**src/rtl/pipe_pkg.sv**
```systemverilog
// Shared constants for the EXE stage: ALU control codes, multiplier FSM encoding, widths.
// No logic, no latency; nothing here applies backpressure.
package pipe_pkg;

  localparam int DEF_WIDTH = 32;
  localparam int DEF_CNT_W = 5;
  localparam logic [4:0] RN_LINK = 5'd31;

  // Canonical encodings; ADD..LUI ignore bit 3 in the ALU decode
  localparam logic [3:0] ALUC_ADD = 4'b0000;
  localparam logic [3:0] ALUC_SUB = 4'b0100;
  localparam logic [3:0] ALUC_AND = 4'b0001;
  localparam logic [3:0] ALUC_OR  = 4'b0101;
  localparam logic [3:0] ALUC_XOR = 4'b0010;
  localparam logic [3:0] ALUC_LUI = 4'b0110;
  localparam logic [3:0] ALUC_SLL = 4'b0011;
  localparam logic [3:0] ALUC_SRL = 4'b0111;
  localparam logic [3:0] ALUC_SRA = 4'b1111;

  typedef enum logic [1:0] {
    MUL_IDLE = 2'b00,
    MUL_BUSY = 2'b01,
    MUL_DONE = 2'b10
  } mul_state_t;

endpackage

```
**src/rtl/pipe_exe_mul_if.sv**
```systemverilog
// D/E-register inputs and E/M-register outputs of the EXE stage.
// master drives the instruction fields, slave (the stage) returns results and estall.
interface pipe_exe_mul_if
  import pipe_pkg::*;
#(
  parameter int WIDTH = DEF_WIDTH
);
  logic [3:0]       ealuc;
  logic             ealuimm;
  logic             eshift;
  logic             ejal;
  logic             emul;
  logic [WIDTH-1:0] ea;
  logic [WIDTH-1:0] eb;
  logic [WIDTH-1:0] eimm;
  logic [WIDTH-1:0] epc4;
  logic             ewreg_i;
  logic             em2reg_i;
  logic             ewmem_i;
  logic [4:0]       ern0;

  logic             ewreg;
  logic             em2reg;
  logic             ewmem;
  logic [WIDTH-1:0] ealu;
  logic [WIDTH-1:0] eb_o;
  logic [4:0]       ern;
  logic             estall;

  modport master (
    output ealuc, ealuimm, eshift, ejal, emul, ea, eb, eimm, epc4,
           ewreg_i, em2reg_i, ewmem_i, ern0,
    input  ewreg, em2reg, ewmem, ealu, eb_o, ern, estall
  );

  modport slave (
    input  ealuc, ealuimm, eshift, ejal, emul, ea, eb, eimm, epc4,
           ewreg_i, em2reg_i, ewmem_i, ern0,
    output ewreg, em2reg, ewmem, ealu, eb_o, ern, estall
  );
endinterface

```
**src/rtl/mul_iter.sv**
```systemverilog
// Iterative shift-add multiplier (low WIDTH bits of a*b): load edge, 2**CNT_W add steps, one DONE cycle.
// start is honoured only in IDLE; operands are captured once at load and never re-read.
module mul_iter
  import pipe_pkg::*;
#(
  parameter int WIDTH = DEF_WIDTH,
  parameter int CNT_W = DEF_CNT_W
) (
  input  logic             clock,
  input  logic             resetn,
  input  logic             start,
  input  logic [WIDTH-1:0] a,
  input  logic [WIDTH-1:0] b,
  output logic             busy,
  output logic             done,
  output logic [WIDTH-1:0] product
);

  localparam logic [CNT_W-1:0] LAST = CNT_W'(WIDTH - 1);

  mul_state_t       r_state;
  mul_state_t       w_next;
  logic [CNT_W-1:0] r_cnt;
  logic [WIDTH-1:0] r_acc;
  logic [WIDTH-1:0] r_mcand;
  logic [WIDTH-1:0] r_mplier;

  always_ff @(posedge clock or negedge resetn) begin
    if (!resetn) begin
      r_state <= MUL_IDLE;
    end else begin
      r_state <= w_next;
    end
  end

  always_comb begin
    w_next = r_state;
    busy   = 1'b0;
    done   = 1'b0;
    case (r_state)
      MUL_IDLE: begin
        if (start) w_next = MUL_BUSY;
      end
      MUL_BUSY: begin
        busy = 1'b1;
        if (r_cnt == LAST) w_next = MUL_DONE;
      end
      MUL_DONE: begin
        done   = 1'b1;
        w_next = MUL_IDLE;
      end
      default: w_next = MUL_IDLE;
    endcase
  end

  always_ff @(posedge clock or negedge resetn) begin
    if (!resetn) begin
      r_cnt    <= '0;
      r_acc    <= '0;
      r_mcand  <= '0;
      r_mplier <= '0;
    end else if (r_state == MUL_IDLE && start) begin
      r_cnt    <= '0;
      r_acc    <= '0;
      r_mcand  <= a;
      r_mplier <= b;
    end else if (r_state == MUL_BUSY) begin
      if (r_mplier[0]) r_acc <= r_acc + r_mcand;
      r_mcand  <= r_mcand << 1;
      r_mplier <= r_mplier >> 1;
      r_cnt    <= r_cnt + 1'b1;
    end
  end

  assign product = r_acc;

endmodule

```
**src/rtl/pipe_exe_mul.sv**
```systemverilog
// EXE stage: single-cycle ALU/shift/JAL result, or a MUL that holds estall for 33 cycles then presents its product.
// Combinational outputs; while estall is high the E/M controls are forced to a bubble.
module pipe_exe_mul
  import pipe_pkg::*;
#(
  parameter int WIDTH = DEF_WIDTH,
  parameter int CNT_W = DEF_CNT_W
) (
  input  logic          clock,
  input  logic          resetn,
  pipe_exe_mul_if.slave bus
);

  logic [WIDTH-1:0] w_a;
  logic [WIDTH-1:0] w_b;
  logic [WIDTH-1:0] w_alu;
  logic [WIDTH-1:0] w_product;
  logic             w_busy;
  logic             w_done;
  logic             w_stall;

  assign w_a = bus.eshift  ? WIDTH'(bus.eimm[10:6]) : bus.ea;
  assign w_b = bus.ealuimm ? bus.eimm               : bus.eb;

  always_comb begin
    w_alu = '0;
    casez (bus.ealuc)
      4'b?000: w_alu = w_a + w_b;
      4'b?100: w_alu = w_a - w_b;
      4'b?001: w_alu = w_a & w_b;
      4'b?101: w_alu = w_a | w_b;
      4'b?010: w_alu = w_a ^ w_b;
      4'b?110: w_alu = w_b << 16;
      4'b0011: w_alu = w_b << w_a[CNT_W-1:0];
      4'b0111: w_alu = w_b >> w_a[CNT_W-1:0];
      4'b1111: w_alu = $signed(w_b) >>> w_a[CNT_W-1:0];
      default: w_alu = '0;
    endcase
  end

  mul_iter #(
    .WIDTH (WIDTH),
    .CNT_W (CNT_W)
  ) u_mul (
    .clock   (clock),
    .resetn  (resetn),
    .start   (bus.emul),
    .a       (bus.ea),
    .b       (bus.eb),
    .busy    (w_busy),
    .done    (w_done),
    .product (w_product)
  );

  // A MUL stalls from the cycle it arrives in IDLE until the multiplier reaches DONE
  assign w_stall = (bus.emul & ~w_busy & ~w_done) | w_busy;

  assign bus.estall = w_stall;
  assign bus.ewreg  = bus.ewreg_i  & ~w_stall;
  assign bus.em2reg = bus.em2reg_i & ~w_stall;
  assign bus.ewmem  = bus.ewmem_i  & ~w_stall;
  assign bus.eb_o   = bus.eb;
  assign bus.ern    = bus.ern0 | {5{bus.ejal}};
  assign bus.ealu   = bus.ejal ? bus.epc4 + WIDTH'(4) :
                      bus.emul ? w_product : w_alu;

endmodule

```
**src/flat_wrapper.sv**
```systemverilog
// flat-port wrapper written by rule: the top's interface ports become plain ports
module pipe_exe_mul_flat import pipe_pkg::*;
#(
  parameter int WIDTH = DEF_WIDTH,
  parameter int CNT_W = DEF_CNT_W
)
  (clock, resetn, bus_ealuc, bus_ealuimm, bus_eshift, bus_ejal, bus_emul, bus_ea, bus_eb, bus_eimm, bus_epc4, bus_ewreg_i, bus_em2reg_i, bus_ewmem_i, bus_ern0, bus_ewreg, bus_em2reg, bus_ewmem, bus_ealu, bus_eb_o, bus_ern, bus_estall);
  pipe_exe_mul_if #(.WIDTH(WIDTH)) bus_i ();
  input  logic clock;
  input  logic resetn;
  input wire logic [$bits(bus_i.ealuc)-1:0] bus_ealuc;
  input wire logic [$bits(bus_i.ealuimm)-1:0] bus_ealuimm;
  input wire logic [$bits(bus_i.eshift)-1:0] bus_eshift;
  input wire logic [$bits(bus_i.ejal)-1:0] bus_ejal;
  input wire logic [$bits(bus_i.emul)-1:0] bus_emul;
  input wire logic [$bits(bus_i.ea)-1:0] bus_ea;
  input wire logic [$bits(bus_i.eb)-1:0] bus_eb;
  input wire logic [$bits(bus_i.eimm)-1:0] bus_eimm;
  input wire logic [$bits(bus_i.epc4)-1:0] bus_epc4;
  input wire logic [$bits(bus_i.ewreg_i)-1:0] bus_ewreg_i;
  input wire logic [$bits(bus_i.em2reg_i)-1:0] bus_em2reg_i;
  input wire logic [$bits(bus_i.ewmem_i)-1:0] bus_ewmem_i;
  input wire logic [$bits(bus_i.ern0)-1:0] bus_ern0;
  output wire logic [$bits(bus_i.ewreg)-1:0] bus_ewreg;
  output wire logic [$bits(bus_i.em2reg)-1:0] bus_em2reg;
  output wire logic [$bits(bus_i.ewmem)-1:0] bus_ewmem;
  output wire logic [$bits(bus_i.ealu)-1:0] bus_ealu;
  output wire logic [$bits(bus_i.eb_o)-1:0] bus_eb_o;
  output wire logic [$bits(bus_i.ern)-1:0] bus_ern;
  output wire logic [$bits(bus_i.estall)-1:0] bus_estall;
  assign bus_i.ealuc = bus_ealuc;
  assign bus_i.ealuimm = bus_ealuimm;
  assign bus_i.eshift = bus_eshift;
  assign bus_i.ejal = bus_ejal;
  assign bus_i.emul = bus_emul;
  assign bus_i.ea = bus_ea;
  assign bus_i.eb = bus_eb;
  assign bus_i.eimm = bus_eimm;
  assign bus_i.epc4 = bus_epc4;
  assign bus_i.ewreg_i = bus_ewreg_i;
  assign bus_i.em2reg_i = bus_em2reg_i;
  assign bus_i.ewmem_i = bus_ewmem_i;
  assign bus_i.ern0 = bus_ern0;
  assign bus_ewreg = bus_i.ewreg;
  assign bus_em2reg = bus_i.em2reg;
  assign bus_ewmem = bus_i.ewmem;
  assign bus_ealu = bus_i.ealu;
  assign bus_eb_o = bus_i.eb_o;
  assign bus_ern = bus_i.ern;
  assign bus_estall = bus_i.estall;
  pipe_exe_mul #(.WIDTH(WIDTH), .CNT_W(CNT_W)) u_core (.clock(clock), .resetn(resetn), .bus(bus_i));
endmodule
```
**config.mk**
```make
export PLATFORM = sky130hd
export DESIGN_NAME = pipe_exe_mul_flat
export DESIGN_NICKNAME = d
export VERILOG_FILES = /design/src/rtl/pipe_pkg.sv /design/src/rtl/pipe_exe_mul_if.sv /design/src/rtl/mul_iter.sv /design/src/rtl/pipe_exe_mul.sv /design/src/flat_wrapper.sv
export SDC_FILE = /design/constraint.sdc
export NUM_CORES = 1
export LEC_CHECK = 0
export BUFFER_PORTS_ARGS = -buffer_cell sky130_fd_sc_hd__clkbuf_2
export CORE_MARGIN = 4
export CORE_UTILIZATION = 50
export DETAILED_ROUTE_END_ITERATION = 10
export PLACE_DENSITY = 0.67
export SLEW_MARGIN = 20
export SYNTH_ARGS = -nofsm -noshare
export SYNTH_HDL_FRONTEND = slang
export SYNTH_HIERARCHICAL = 1
export SYNTH_SLANG_ARGS = --single-unit
export TNS_END_PERCENT = 100
```
**constraint.sdc**
```tcl
create_clock -name clock -period 8.36 [get_ports clock]
set_input_delay 1.254 -clock clock [delete_from_list [all_inputs] [get_ports clock]]
set_output_delay 1.254 -clock clock [all_outputs]
set_load 0.01 [all_outputs]
```
==> flow_summary.yaml <==
pwr:
  seq_power_share: 0.259
  p_clk_frac: 0.119
  max-vdd-ir-drop_uv: 224
  pwr_density_cell_nw_per_um2: 191
  p_comb_frac: 0.622
  p_leak_nw: 8.61
  p_sw_mw: 1.85
  swShare: 0.511
  power.internal_mw: 1.77
worst_hold_path:
  hold_class: "flip-flop to flip-flop"
  holdPathStages: 1
critical_path:
  arrival_ns: 6.23
  critPathMaxFanout: 28
  critical_path_buf_inv_count: 3
  worstReg2RegEnd: "u_core/u_mul/product[28]"
  setup.worst_path.end_class: "primary output"
  rrSetupSlack_ns: 5.08
  critPathLaunchType: "primary input"
  cp-endpoint: "bus_ealu[29]"
  critPathLaunch: "bus_ealuimm"
  crit_family: "compound AO/OA/AOI/OAI gates"
  required_ns: 7.11
  crit_type: "primary input to primary output"
  path_common_cell: "nand3_1"
  cp_slowest_cell: "mux2i_1"
  critPathMaxStageDelay_ns: 0.69
  path_depth: 17
  rr_startpoint: "u_core/u_mul/r_state[1]"
  path_cells: "buf_4 -> mux2i_1 -> inv_1 -> nor2_1 -> nand3_1 -> nor4_2 -> a41oi_1 -> xnor2_1 -> ha_1 -> a21o_1 -> a21oi_1 -> o21ai_0 -> a221oi_2 -> o2111ai_1 -> a222oi_1 -> nand3_1 -> clkbuf_2"
  reg2regPathDepth: 6
sta:
  period_needed_ns: 7.48
  tns_ns: 0
  max_slew_margin: 0.245
  drv_slew: 0
  hold_viol_final: 0
  clock.fmax_mhz: 134
  setup_viol: 0
  skew_ns: 0.00754
  period_share: 0.895
  tightest_slew_ns: 1.13
  rsz0062_at_grt: "no"
floorplan:
  die_w_um: 195
  core.rowCount: 68
  fp.coreArea_sq_um: 34500
  floorplan.initialDensity: 0.507
  die_h_um: 195
  die-area_sq_um: 38100
  io_pins: 219
drt:
  dr.pass1.iters: 6
  routedWlPerCell_um: 28.7
  antenna_left: 0
  drt-total-wl_um: 81800
  detailedRoute.firstIterationViolations: 2360
  viasPerCell: 6.86
  vias: 19600
  drcViolationCount: 0
synth:
  syn_nets: 2591
  ys_types: 98
  syn_avg_cell_area_sq_um: 7.57
  synth_edf_count: 0
  yosys_most_used_dff: "dfrtp_1"
  yosys_warnings: 6
  synth-seq-cells: 103
  syn_inst: 2313
  seq_area_frac_synth: 0.147
  synthArstFlopShare: 1.00
  synth_area_sq_um: 17500
global_route:
  grt_start_max_net_pins: 74
  grt_pass1_wl_um: 119000
  grt.total_usage: 0.408
  overflow: 0
  antenna_found_initial: 2
  grt_pass1_vias: 18500
clock_tree:
  cts_sinks: 103
  insertion_delay_ns: 0.35
  root_buffer: "clkbuf_16"
  cts_hold_buffers: 0
  post_cts_buffers: 0
  cts_tree: "built"
  cts_buffers: 9
  htreeDepth: 3
  cts_resized: 0
  cts_buffer_depth: 2
  clk_pin_slew_worst_paths_ns: 0.07
outcome:
  outcome: "finished clean"
cells_and_area:
  fin_nets: 2673
  num_antenna_cells: 0
  area_growth_pct: 8.43
  drive_gt1_frac: 0.168
  utilization: 0.550
place:
  hpwl_um: 63400
  place.port_buffers: 218
  place_congestion: 1.08
job:
  max-cap-violations: 0
==> flip-flops by register name, summed over array words and instances, names as in the netlist <==
register,flops
u_core/u_mul/product,32
u_core/u_mul/r_mcand,32
u_core/u_mul/r_state,2
u_core/u_mul/r_cnt,5
u_core/u_mul/r_mplier,32
==> per-stage QoR <==
stage,setup slack [ns],cells,power [mW],hold WS (ns),cell area (sq um)
after CTS,0.914,2855,3.56,0.522,19000
after global placement,1.06,2839,3.06,0.493,18700
after global routing,0.564,2855,3.85,0.528,19000
after detailed placement,0.906,2839,3.11,0.500,18700
final,0.877,2855,3.63,0.529,19000
after floorplan,1.57,2313,2.40,0.468,17500
==> synth_stat cells (all sizes together) (6+ instances only) <==
cell type | number | area share
a21oi | 221 | 0.064
nand2 | 205 | 0.044
o21ai | 201 | 0.058
mux2i | 186 | 0.12
ha | 130 | 0.093
nor2 | 122 | 0.026
buf | 109 | 0.038
clkbuf | 106 | 0.023
dfrtp | 103 | 0.15
inv | 93 | 0.020
a22oi | 83 | 0.036
nor2b | 77 | 0.028
xnor2 | 73 | 0.037
nand3 | 61 | 0.017
nand2b | 40 | 0.014
a21o | 37 | 0.016
nor3 | 37 | 0.011
a31oi | 35 | 0.013
xor2 | 31 | 0.016
a211oi | 28 | 0.012
a221oi | 23 | 0.012
o211ai | 23 | 0.010
nand4 | 21 | 0.0075
and2 | 19 | 0.0068
mux4 | 16 | 0.021
and3 | 15 | 0.0054
a222oi | 14 | 0.0080
a22o | 14 | 0.0070
or2 | 14 | 0.0051
mux2 | 13 | 0.0084
o21a | 13 | 0.0056
o22ai | 12 | 0.0043
o21bai | 11 | 0.0049
o31ai | 10 | 0.0051
o311ai | 8 | 0.0040
a211o | 7 | 0.0035
nor4 | 7 | 0.0037
o2111ai | 6 | 0.0030
o221ai | 6 | 0.0030
or3 | 6 | 0.0024
==> cells by family after synthesis <==
group / share of synthesized area
XOR/XNOR: 0.0520
flip-flops: 0.147
multiplexers: 0.146
adder cells (fa/ha/maj): 0.0951
AND/OR/NAND/NOR: 0.181
buffers and inverters: 0.0809
AO/OA/AOI/OAI: 0.298
==> metal layers <==
metal	GRT usage	vias up	routed length (um)
met5	0	-	30
met4	0.233	4	5970
met3	0.0821	263	9210
met2	0.614	1246	34900
met1	0.546	9401	31700
li1	-	8675	-
==> cell usage in the layout (no fill, tap or decap), types with 71 or more instances in the layout <==
cell / synthesis / layout
a21oi_1: 219 / 219
clkbuf_2: 1 / 215
nand2_1: 205 / 205
o21ai_0: 186 / 186
mux2i_1: 164 / 161
ha_1: 130 / 130
nor2_1: 122 / 121
dfrtp_1: 103 / 101
inv_1: 84 / 84
a22oi_1: 83 / 83
nor2b_1: 77 / 75
xnor2_1: 73 / 73
buf_4: 39 / 71
==> layout make-up <==
type | instances | area, sq um
inverters | 94 | 353
fillers | 3367 | 15600
multi-input cells | 1901 | 13600
flip-flops and latches | 103 | 2580
clock buffers | 9 | 225
repair buffers | 286 | 1610
clock inverters | 7 | 78.8
well taps | 455 | 569
==> worst min-delay path by stage <==
stage | from | end
detailed placement | u_core/u_mul/r_cnt[4] | u_core/u_mul/r_cnt[4]
finish | u_core/u_mul/r_cnt[4] | u_core/u_mul/r_cnt[4]
floorplan | u_core/u_mul/r_mplier[31] | u_core/u_mul/r_mplier[31]
global placement | u_core/u_mul/r_mplier[31] | u_core/u_mul/r_mplier[31]
global route | u_core/u_mul/r_cnt[4] | u_core/u_mul/r_cnt[4]
CTS | u_core/u_mul/r_cnt[4] | u_core/u_mul/r_cnt[4]
==> power by group through the flow <==
stage / sequential, mW / clock (mW) / combinational, mW
final: 0.938 / 0.432 / 2.26
after global routing: 0.951 / 0.461 / 2.44
after CTS: 0.923 / 0.439 / 2.20
after detailed placement: 0.930 / 0 / 2.18
after global placement: 0.919 / 0 / 2.14
after floorplan: 0.811 / 0 / 1.59
Power figures use the tool's default switching activity.
